--- src/rtl/player_kbd_ctrl.sv ---
// player_kbd_ctrl
//   PS/2 keyboard front end for the player register. Receives PS/2 frames,
//   decodes extended make/break codes for Up-arrow (forward, E0 75) and
//   Right-arrow (rotate, E0 74), tracks which keys are held and issues
//   one-cycle movement strobes once per movement tick while a key is held.
//
// Ports
//   clk        system clock
//   reset      asynchronous active-high reset
//   ps2_clk    raw PS/2 clock pin (asynchronous)
//   ps2_dat    raw PS/2 data pin (asynchronous)
//   forward    one-cycle strobe per tick while forward key held
//   rotate     one-cycle strobe per tick while rotate key held
//   fwd_held   forward key currently held
//   rot_held   rotate key currently held
//   frame_err  one-cycle pulse on parity/stop/timeout error
module player_kbd_ctrl #(
   parameter int TICK_DIV = 833333,
   parameter int TIMEOUT  = 10000,
   parameter int CNT_W    = 20
) (
   input  logic clk,
   input  logic reset,
   input  logic ps2_clk,
   input  logic ps2_dat,
   output logic forward,
   output logic rotate,
   output logic fwd_held,
   output logic rot_held,
   output logic frame_err
);

   typedef enum logic {ST_IDLE = 1'b0, ST_SHIFT = 1'b1} rx_state_t;

   rx_state_t        state_q, state_d;
   logic [1:0]       clk_sync_q, clk_sync_d;
   logic [1:0]       dat_sync_q, dat_sync_d;
   logic             clk_prev_q, clk_prev_d;
   logic [3:0]       bit_cnt_q, bit_cnt_d;
   logic [8:0]       shift_q, shift_d;
   logic [CNT_W-1:0] to_cnt_q, to_cnt_d;
   logic [7:0]       byte_q, byte_d;
   logic             byte_valid_q, byte_valid_d;
   logic             frame_err_q, frame_err_d;
   logic             ext_q, ext_d;
   logic             brk_q, brk_d;
   logic             fwd_held_q, fwd_held_d;
   logic             rot_held_q, rot_held_d;
   logic [CNT_W-1:0] tick_cnt_q, tick_cnt_d;
   logic             forward_q, forward_d;
   logic             rotate_q, rotate_d;

   logic       fall;
   logic       bit_in;
   logic [9:0] frame_full;
   logic       last_edge;
   logic       timed_out;
   logic       frame_ok;
   logic       tick_wrap;

   // Synchronizers idle at 1 so reset does not fabricate a falling edge.
   always_comb begin
      clk_sync_d = {clk_sync_q[0], ps2_clk};
      dat_sync_d = {dat_sync_q[0], ps2_dat};
      clk_prev_d = clk_sync_q[1];
      fall       = clk_prev_q & ~clk_sync_q[1];
      bit_in     = dat_sync_q[1];
      // {stop, parity, D7..D0} as seen on the 11th edge
      frame_full = {bit_in, shift_q};
      // bit_cnt counts edges already taken; the 11th edge arrives at 10
      last_edge  = (state_q == ST_SHIFT) && fall && (bit_cnt_q == 4'd10);
      timed_out  = (state_q == ST_SHIFT) && !fall && (to_cnt_q == CNT_W'(TIMEOUT));
      frame_ok   = frame_full[9] & (^frame_full[8:0]);
   end

   // Receiver FSM: state register
   always_ff @(posedge clk or posedge reset) begin
      if (reset) state_q <= ST_IDLE;
      else       state_q <= state_d;
   end

   // Receiver FSM: next state
   always_comb begin
      state_d = state_q;
      case (state_q)
         ST_IDLE:  if (fall && !bit_in)        state_d = ST_SHIFT;
         ST_SHIFT: if (last_edge || timed_out) state_d = ST_IDLE;
         default:                              state_d = ST_IDLE;
      endcase
   end

   // Receiver FSM: outputs and bit datapath
   always_comb begin
      bit_cnt_d    = bit_cnt_q;
      shift_d      = shift_q;
      to_cnt_d     = to_cnt_q;
      byte_d       = byte_q;
      byte_valid_d = 1'b0;
      frame_err_d  = 1'b0;
      case (state_q)
         ST_IDLE: begin
            to_cnt_d = '0;
            if (fall && !bit_in) begin
               bit_cnt_d = 4'd1;
               shift_d   = '0;
            end
         end
         ST_SHIFT: begin
            if (fall) begin
               // LSB first: shifting right leaves D0 at bit 0 after 9 shifts
               shift_d   = frame_full[9:1];
               bit_cnt_d = bit_cnt_q + 4'd1;
               to_cnt_d  = '0;
            end else if (timed_out) begin
               to_cnt_d = '0;
            end else begin
               to_cnt_d = to_cnt_q + CNT_W'(1);
            end
            if (last_edge) begin
               byte_d       = shift_q[7:0];
               byte_valid_d = frame_ok;
               frame_err_d  = ~frame_ok;
            end
            if (timed_out) frame_err_d = 1'b1;
         end
         default: ;
      endcase
   end

   // Decoder: E0/F0 prefixes persist until the next non-prefix byte, so
   // both E0 F0 xx and F0 E0 xx are valid breaks.
   always_comb begin
      ext_d      = ext_q;
      brk_d      = brk_q;
      fwd_held_d = fwd_held_q;
      rot_held_d = rot_held_q;
      if (byte_valid_q) begin
         case (byte_q)
            8'hE0: ext_d = 1'b1;
            8'hF0: brk_d = 1'b1;
            default: begin
               if (ext_q) begin
                  if (byte_q == 8'h75) fwd_held_d = ~brk_q;
                  if (byte_q == 8'h74) rot_held_d = ~brk_q;
               end
               ext_d = 1'b0;
               brk_d = 1'b0;
            end
         endcase
      end
   end

   // Tick generator: strobes sample the held flags before any update
   // landing in the same cycle.
   always_comb begin
      tick_wrap  = (tick_cnt_q == CNT_W'(TICK_DIV - 1));
      tick_cnt_d = tick_wrap ? '0 : tick_cnt_q + CNT_W'(1);
      forward_d  = tick_wrap & fwd_held_q;
      rotate_d   = tick_wrap & rot_held_q;
   end

   always_ff @(posedge clk or posedge reset) begin
      if (reset) begin
         clk_sync_q   <= 2'b11;
         dat_sync_q   <= 2'b11;
         clk_prev_q   <= 1'b1;
         bit_cnt_q    <= '0;
         shift_q      <= '0;
         to_cnt_q     <= '0;
         byte_q       <= '0;
         byte_valid_q <= 1'b0;
         frame_err_q  <= 1'b0;
         ext_q        <= 1'b0;
         brk_q        <= 1'b0;
         fwd_held_q   <= 1'b0;
         rot_held_q   <= 1'b0;
         tick_cnt_q   <= '0;
         forward_q    <= 1'b0;
         rotate_q     <= 1'b0;
      end else begin
         clk_sync_q   <= clk_sync_d;
         dat_sync_q   <= dat_sync_d;
         clk_prev_q   <= clk_prev_d;
         bit_cnt_q    <= bit_cnt_d;
         shift_q      <= shift_d;
         to_cnt_q     <= to_cnt_d;
         byte_q       <= byte_d;
         byte_valid_q <= byte_valid_d;
         frame_err_q  <= frame_err_d;
         ext_q        <= ext_d;
         brk_q        <= brk_d;
         fwd_held_q   <= fwd_held_d;
         rot_held_q   <= rot_held_d;
         tick_cnt_q   <= tick_cnt_d;
         forward_q    <= forward_d;
         rotate_q     <= rotate_d;
      end
   end

   assign forward   = forward_q;
   assign rotate    = rotate_q;
   assign fwd_held  = fwd_held_q;
   assign rot_held  = rot_held_q;
   assign frame_err = frame_err_q;

endmodule

--- config.mk ---
export PLATFORM = sky130hd
export DESIGN_NAME = player_kbd_ctrl
export DESIGN_NICKNAME = d
export VERILOG_FILES = /design/src/rtl/player_kbd_ctrl.sv
export SDC_FILE = /design/constraint.sdc
export NUM_CORES = 1
export LEC_CHECK = 0
export CAP_MARGIN = 10
export CORE_MARGIN = 2
export CORE_UTILIZATION = 55
export DETAILED_ROUTE_END_ITERATION = 8
export PLACE_DENSITY = 0.78
export SYNTH_ARGS = -nofsm -noshare
export SYNTH_HDL_FRONTEND = slang
export SYNTH_SLANG_ARGS = --single-unit
--- constraint.sdc ---
create_clock -name clk -period 5.15 [get_ports clk]
set_input_delay 1.03 -clock clk [delete_from_list [all_inputs] [get_ports clk]]
set_output_delay 1.03 -clock clk [all_outputs]
set_load 0.01 [all_outputs]
* Word-level counts from Yosys, hierarchy flattened
Cells that the tools add are included.
** Word-level totals
- Bits in registers :: 75
- Latch bits :: 0
- Bits in writable memories :: 0
- Memory bits (read-only) :: 0
- Bits of input ports :: 4
- Output and inout bits :: 5
- Word-level logic and storage cells :: 76
- Memories kept :: 0
** Operators by class
- Add/sub/neg operators :: 3
- Multipliers :: 0
- Divide/modulo/power cells :: 0
- $lt $le $gt $ge :: 0
- Eq/ne operators :: 9
- Shift operators :: 0
- Mux-type cells :: 20
- Bitwise logic cells :: 11
- Reductions and logical operators :: 16
** Operators with widths (number)
- two-way mux 20 bit :: 3
- adder 20 x 1 -> 20 bit (second input constant) :: 2
- one-hot mux 20 bit (2 select lines) :: 1
- == test 20 x 14 -> 1 bit (second input constant) :: 1
- == test 20 bit (second input constant) :: 1
- two-way mux 9 bit :: 2
- one-hot mux 9 bit (2 select lines) :: 1
- == test 8 x 7 -> 1 bit (second input constant) :: 2
- == test 8 bit (second input constant) :: 2
- parity 9 bit :: 1
- two-way mux 4 bit :: 2
- one-hot mux 4 bit (2 select lines) :: 1
- AND reduction 2 bit :: 4
- AND reduction 4 bit :: 2
- two-way mux 1 bit :: 7
- inverter 1 bit :: 7
- one-hot mux 1 bit (2 select lines) :: 3
- logical AND 1 bit :: 5
- adder 4 x 1 -> 4 bit (second input constant) :: 1
- bitwise AND 1 bit :: 4
- == test 4 bit (second input constant) :: 1
- zero test 1 bit :: 2
- != test 2 x 1 -> 1 bit (second input constant) :: 1
- != test 2 bit (second input constant) :: 1
- other kinds (2) :: 2

* Logic depth before layout (Yosys ltp)
Gate-level depths: netlist of the first run.
- Depth in word-level cells :: 8
- Mapped depth :: 8
- Gate-level depth less buffers :: 7

* Worst setup path before layout of the first run
Ideal clock, no wire load.
- Kind :: register to register
- Start :: register to_cnt_q[0]
- End :: register to_cnt_q[11]
- Library setup time :: 0.119 ns
- Arrival :: 1.596 ns
- Data required time :: 5.031 ns
- Setup slack :: 3.435 ns
- Stages on the path, launching flop included :: 9
- Path buffers :: 1
- Clock period less this slack :: 1.715 ns
- Cell sequence :: dfrtp_1 > inv_1 > ha_1 > or4b_1 > nor3_2 > nand3_2 > nand3_2 > buf_6 > nor2_1
** Between the ends
- Cells in the longest elaborated chain, start to end :: 5
** Ends and longest elaborated chain
- start: declaration :: line 41 : logic [CNT_W-1:0] to_cnt_q, to_cnt_d;
- start signal: assignment :: line 186 : to_cnt_q <= to_cnt_d;
- branches (longest 2 deep; another with adder 20 x 1 -> 20 bit)
- two-way mux 20 bit * :: line 114 : end else if (timed_out) begin
- two-way mux 20 bit * :: line 109 : if (fall) begin
- one-hot mux 20 bit (2 select lines) * :: line 100 : case (state_q)
- named net to_cnt_d[11] :: line 41
Mark *: on every way through the listed nets, which the timed path passes.
A chain may end at the register's enable or synchronous reset.

* Final worst setup path of the first run
- Start :: register fwd_held_q, in the netlist fwd_held
- End :: output fwd_held
** RTL lines
- start: declaration :: line 47 : logic fwd_held_q, fwd_held_d;
- start signal: assignment :: line 192 : fwd_held_q <= fwd_held_d;
- end: declaration :: line 28 : output logic fwd_held,
No word-level cell between the ends.

==> results of run 1 <==
==> cell families after synthesis <==
kind of cell / count (synthesis) / share of synthesized area [%]
compound gates: 27 / 5.51
xor+xnor: 41 / 11.0
fa+ha+maj: 6 / 2.22
buf+inv: 17 / 2.44
flops: 75 / 55.6
mux: 9 / 2.92
simple gates: 129 / 20.3
==> final timing paths <==
kind                                         start                 endpoint
setup / recovery              fwd_held$_DFFE_PP0P_                 fwd_held
hold / removal             clk_sync_q[0]$_DFF_PP1_  clk_sync_q[1]$_DFF_PP1_
setup reg to reg             to_cnt_q[0]$_DFF_PP0_    to_cnt_q[3]$_DFF_PP0_
hold reg to reg            clk_sync_q[0]$_DFF_PP1_  clk_sync_q[1]$_DFF_PP1_
max in group asynchronous                    reset   byte_valid_q$_DFF_PP0_
min in group asynchronous                    reset    to_cnt_q[4]$_DFF_PP0_
==> cell usage in the layout (no fill, tap or decap), types with 7 or more instances in the layout <==
cell,n
clkbuf_8,9
nand2_1,21
o21ai_0,7
nand4_1,11
xnor2_1,22
mux2_2,7
clkdlybuf4s50_1,8
nor2_1,39
dfrtp_1,70
xor2_1,18
inv_1,9
a22o_1,10
nand3_1,22
==> registers in the layout, summed over array words and instances, names as in the netlist, 2 cells and up <==
signal      cells
bit_cnt_q       4
dat_sync_q      2
byte_q          8
tick_cnt_q     20
shift_q         9
to_cnt_q       20
clk_sync_q      2
==> routing by layer <==
layer	wire, µm	vias up
met5	0	-
met4	51	0
met3	201	4
met2	2850	32
met1	2690	1105
li1	-	1081
==> through the flow <==
step           hold slack, ns  utilization [%]  cells
2_1_floorplan           0.345                -    304
6_report                0.355             63.6    400
3_3_place_gp            0.346             59.6    382
4_1_cts                 0.359             63.1    398
3_5_place_dp            0.349             59.6    382
5_1_grt                 0.362             63.6    400
==> cell type report <==
class / count / area [µm²]
fillers: 466 / 2160
flip-flops and latches: 75 / 1880
multi-input cells: 212 / 1420
clock buffers: 9 / 124
repair buffers: 12 / 123
well taps: 75 / 93.8
clock inverters: 7 / 83.8
inverters: 10 / 37.5
==> report_power, final <==
part	internal [mW]	total, mW	switching [mW]	leakage [nW]
Clock	0.233	0.465	0.232	0.103
Sequential	0.658	0.741	0.0831	0.988
Combinational	0.143	0.264	0.122	0.601
Total	1.03	1.47	0.437	1.69
==> summary.md, run 1 <==
| Metric | Value |
|---|---|
| Grt ovf | `0` |
| Crit path kind | `register to output port` |
| Worst-case reg-to-reg path depth | `7` |
| Register area share after synthesis | `55.6%` |
| Period utilization | `approximately 45%` |
| Drt pass-1 iters | `4` |
| Synth-to-Final Area Change | `11.2%` |
| Gr busiest metal | `met2` |
| Via count | `about 2200` |
| Minimum clock period | `2.31 ns` |
| Ys flop type | `dfrtp_1` |
| Status | `complete, no violations` |
| Crit-path max FO | `3` |
| WL final | `5.79 mm` |
| Clock Latency Late Sink | `~0.35 ns` |
| Crit path max-delay family | `buffers and inverters` |
| Syn_nets | `roughly 310` |
| #FFs+latches synth | `75` |
| Final setup viols | `0` |
| Area leader, netlist | `dfrtp_1` |
| # IOs | `9` |
| HPWL after DPL | `just under 4 mm` |
| Post-CTS Hold Buffers | `0` |
| Worst path max stage delay | `~0.55 ns` |
| Nets | `330` |
| Max clock buf depth | `2` |
| CTS tree | `yes` |
| Cells after synthesis | `between 300 and 400` |
| Share of layout cells above drive strength 1 | `around an eighth` |
| Top cells by count, synth | `70 x dfrtp_1, 39 x nor2_1, 22 x nand3_1, 22 x xnor2_1, 21 x nand2_1` |
| Met1 usage | `about 25%` |
| Max-slew violation count | `0` |
| Crit-path cells | `clkdlybuf4s50_1` |
| Clock Skew | `0.00969 ns` |
| Vias/cell | `5.56` |
| RSZ-0062 raised after global routing | `false` |
| Die height | `82.4 µm` |
| Postcts setup bufs | `0` |
| Syn avg cell area | `about 11 µm²` |
| Largest net degree at the start of global routing | `56` |
| Fin worst setup slack | `roughly 2.8 ns` |
| Count leader, synth | `dfrtp_1` |
| Full die area | `6800 µm²` |
| Logic depth of the worst setup path including buffers | `1` |
| Ys Warns | `0` |
| Port buffer count | `8` |
| Hold Violations, Final | `0` |
| Global Route met2 Usage | `between 30% and 40%` |
| Global Route met3 Usage | `7.17%` |
| Distinct cells, synth | `42` |
| CTS Root Cell | `clkbuf_8` |
| Setup slack, reg-to-reg | `3.14 ns` |
| Worst hold path depth | `0` |
| Max-slew headroom | `around two thirds` |
| Core footprint | `~5900 µm²` |
| Initial antenna violation count | `0` |
| Post-CTS sizing | `0` |
| EDFF count, synth | `0` |
| # rows | `28` |
| Starting Density | `roughly 57%` |
| Power Total | `~1.5 mW` |
| Top cell type's share of synthesized area | `between 50% and 60%` |
| Final RePlAce weighted congestion | `between 0.7 and 0.8` |
| Min-Delay Path Class | `register to register` |
| Die width | `between 80 and 90 µm` |
| Routed Antenna Nets | `0` |
| # clock sinks | `between 70 and 80` |
| CP Data Arrival Time | `1.28 ns` |
| DP Area | `around 3500 µm²` |
| GRT Overall Usage | `slightly above 20%` |
| CTS H-tree depth | `3` |
| Post-synthesis cell area | `around 3400 µm²` |
| Critical path buffers and inverters | `1` |
| Crit-path slowest cell | `clkdlybuf4s50_1` |
| Total negative slack | `0 ns` |
| Number of global-route vias before repair | `around 2200` |
| Startpoint Class | `register` |
| PD cells | `~390 nW/µm²` |
| Clock transition at path regs | `roughly 0.080 ns` |
| # diodes | `0` |
| Pleak | `roughly 1.7 nW` |
| DP Worst Slack | `2.55 ns` |
| CTS Buf Count | `9` |
| CP Data Required Time | `between 4 and 5 ns` |
| Wirelength per Cell | `14.5 µm` |
| Dominant cells by area after synthesis | `dfrtp_1 52%, xnor2_1 5.7%, xor2_1 4.7%` |
| Peak Freq | `432 MHz` |
| Drt initial violations | `between 150 and 200` |
| Ys async rst share | `100%` |
| Final instance area | `around 3800 µm²` |
| Tightest Pin Transition | `between 0.5 and 0.6 ns` |
| Critical Path End Type | `output port` |
| Drc violations | `0` |
| Max-Cap Viols | `0` |
| Peak supply drop | `0.292 mV` |
| Global-route wire length before repair | `10.1 mm` |
No activity file was read; power rests on OpenSTA's default activity.
==> run 2: changes to the inputs <==
PLACE_DENSITY = 0.81   (was 0.78)
clock period = 1.9 ns   (was 5.15 ns; I/O delays follow)
==> summary.md, run 2 (synthesis gave the netlist of run 1 again) <==
| Metric | Value |
|---|---|
| Status | `complete, no violations` |
| Fin worst setup slack | `0.108 ns (-2.73 ns)` |
| Starting Density | `57.2% (unchanged)` |
| Total negative slack | `0 ns (unchanged)` |
| Global Route met2 Usage | `33.5% (+0.56 points)` |
| Hold Path Origin | `clk_sync_q[0]$_DFF_PP1_` |
| Routed Antenna Nets | `0 (unchanged)` |
| Vias/cell | `5.52 (-0.71%)` |
| GRT Overall Usage | `20.8% (+0.69 points)` |
| Clock transition at path regs | `0.08 ns (about the same)` |
| Power Total | `4.18 mW (+180%)` |
| Share of layout cells above drive strength 1 | `16.1% (+3.5 points)` |
| Min-Delay Path Class | `register to register` |
| Critical Path End Type | `register` |
| Storage element area | `1880 µm² (unchanged)` |
| CTS tree | `yes` |
| Nets | `341 (+3.3%)` |
| CTS Root Cell | `clkbuf_8` |
| Hold Violations, Final | `0 (unchanged)` |
| Max clock buf depth | `2 (unchanged)` |
| Largest net degree at the start of global routing | `55 (-1.8%)` |
| Post-CTS Hold Buffers | `0 (unchanged)` |
| PD cells | `1080 nW/µm² (+180%)` |
| Global Route met3 Usage | `7.93% (+0.76 points)` |
| # rows | `28 (unchanged)` |
| # clock sinks | `75 (unchanged)` |
| CTS Buf Count | `9 (unchanged)` |
| Drc violations | `0 (unchanged)` |
| Max-slew violation count | `0 (unchanged)` |
| Final RePlAce weighted congestion | `0.789 (-0.54%)` |
| Clock Skew | `0.00484 ns (-0.00486 ns)` |
| Via count | `2267 (+2.0%)` |
| Wirelength per Cell | `14.3 µm (-1.3%)` |
| Commonest non-fill, non-tap cell in the layout | `dfrtp_1` |
| Worst r2r dst | `to_cnt_q[13]$_DFF_PP0_` |
| Drt pass-1 iters | `4 (unchanged)` |
| Minimum clock period | `~1.8 ns` |
| Fill cells | `465 (-0.21%)` |
| Worst setup path endpoint | `to_cnt_q[13]$_DFF_PP0_` |
| DP Worst Slack | `-0.0227 ns (-2.57 ns)` |
| Pleak | `1.75 nW (+3.6%)` |
| Setup slack, reg-to-reg | `0.11 ns (-3.03 ns)` |
| Worst path max stage delay | `0.45 ns (-0.10 ns)` |
| # diodes | `0 (unchanged)` |
| Crit-path slowest cell | `or4b_4` |
| RSZ-0062 raised after global routing | `true` |
| Initial antenna violation count | `0 (unchanged)` |
| Startpoint Class | `register` |
| Tightest Pin Transition | `0.526 ns (+0.0129 ns)` |
| Die height | `82.4 µm (unchanged)` |
| # IOs | `9 (unchanged)` |
| Peak Freq | `558 MHz` |
| Largest regs | `tick_cnt_q: 20 flops, to_cnt_q: 20 flops, shift_q: 9 flops` |
| Met1 usage | `26.3% (+1.1 points)` |
| Logic depth of the worst setup path including buffers | `7 (+6)` |
| Gr busiest metal | `met2` |
| Core footprint | `5920 µm² (unchanged)` |
| CP Data Arrival Time | `2.02 ns (+0.74 ns)` |
| Full die area | `6800 µm² (unchanged)` |
| CTS H-tree depth | `3 (unchanged)` |
| Grt ovf | `0 (unchanged)` |
| Max-Cap Viols | `0 (unchanged)` |
| Drt initial violations | `79 (-53%)` |
| Clock Latency Late Sink | `0.34 ns (about the same)` |
| Crit-path cells | `inv_1 > ha_1 > or4b_4 > nor3_2 > nand3_2 > nand3_4 > nor2_1` |
| Crit path from | `to_cnt_q[0]$_DFF_PP0_` |
| Die width | `82.4 µm (unchanged)` |
| Worst-case reg-to-reg path depth | `7 (unchanged)` |
| HPWL after DPL | `4.03 mm (+3.7%)` |
| Period utilization | `a little over nine tenths` |
| Final setup viols | `0 (unchanged)` |
| CP Data Required Time | `2.12 ns (-2.00 ns)` |
| Crit-path max FO | `20 (+17)` |
| Crit path kind | `register to register` |
| Global-route wire length before repair | `10.4 mm (+2.9%)` |
| Number of global-route vias before repair | `2278 (+1.9%)` |
| Final design utilization | `65.6% (+2.0 points)` |
| Port buffer count | `8 (unchanged)` |
| Critical path buffers and inverters | `1 (unchanged)` |
| Peak supply drop | `0.894 mV (+210%)` |
| Synth-to-Final Area Change | `14.7%` |
| Worst r2r src | `to_cnt_q[0]$_DFF_PP0_` |
| Max-slew headroom | `64.6% (-0.95 points)` |
| Crit path max-delay family | `simple AND/OR/NAND/NOR gates` |
| Commonest cells after routing, fill and taps aside | `70 x dfrtp_1, 38 x nor2_1, 22 x nand3_1, 22 x xnor2_1, 21 x nand2_1` |
| WL final | `5.88 mm (+1.5%)` |
| Area occupied by multi-input gates | `1430 µm² (+0.97%)` |
run 2: report_power, final:
part | internal, mW | switching, mW | leakage [nW] | total [mW]
clock | 0.775 | 0.596 | 0.108 | 1.37
combinational | 0.452 | 0.396 | 0.656 | 0.848
sequential | 1.78 | 0.174 | 0.988 | 1.96
run 2: metrics by stage:
step	hold slack [ns]	cell area (µm²)	std cells
2_1_floorplan	0.345	3390	304
3_3_place_gp	0.352	3640	395
3_5_place_dp	0.352	3640	395
4_1_cts	0.366	3880	411
5_1_grt	0.368	3880	411
6_report	0.364	3880	411
run 2: how the worst min path moves through the flow:
stage                              end  depth (start not counted)
6_report       clk_sync_q[1]$_DFF_PP1_                          0
2_1_floorplan  clk_sync_q[1]$_DFF_PP1_                          0
4_1_cts        clk_sync_q[1]$_DFF_PP1_                          0
5_1_grt        dat_sync_q[1]$_DFF_PP1_                          0
3_3_place_gp   dat_sync_q[1]$_DFF_PP1_                          0
3_5_place_dp   clk_sync_q[1]$_DFF_PP1_                          0
run 2: area by class of cell:
cell class | count | share of cell area [%]
Inverter | 10 | 1.06
Clock buffer | 10 | 3.54
Multi-Input combinational cell | 212 | 36.9
Sequential cell | 75 | 48.5
Tap cell | 75 | 2.42
Clock inverter | 6 | 2.29
Timing Repair Buffer | 23 | 5.29
run 2: layer usage:
layer  vias to the layer above  wire length [µm]
li1                       1105                 -
met1                      1127              2710
met2                        31              2920
met3                         4               194
met4                         0                51
met5                         -                 0
run 2: what timing repair did:
action,4_1_cts,5_1_grt
gates resized for setup,1,2
gates cloned,0,0
endpoints found under the setup margin,18,20
buffers inserted,0,0
pin swaps,0,2
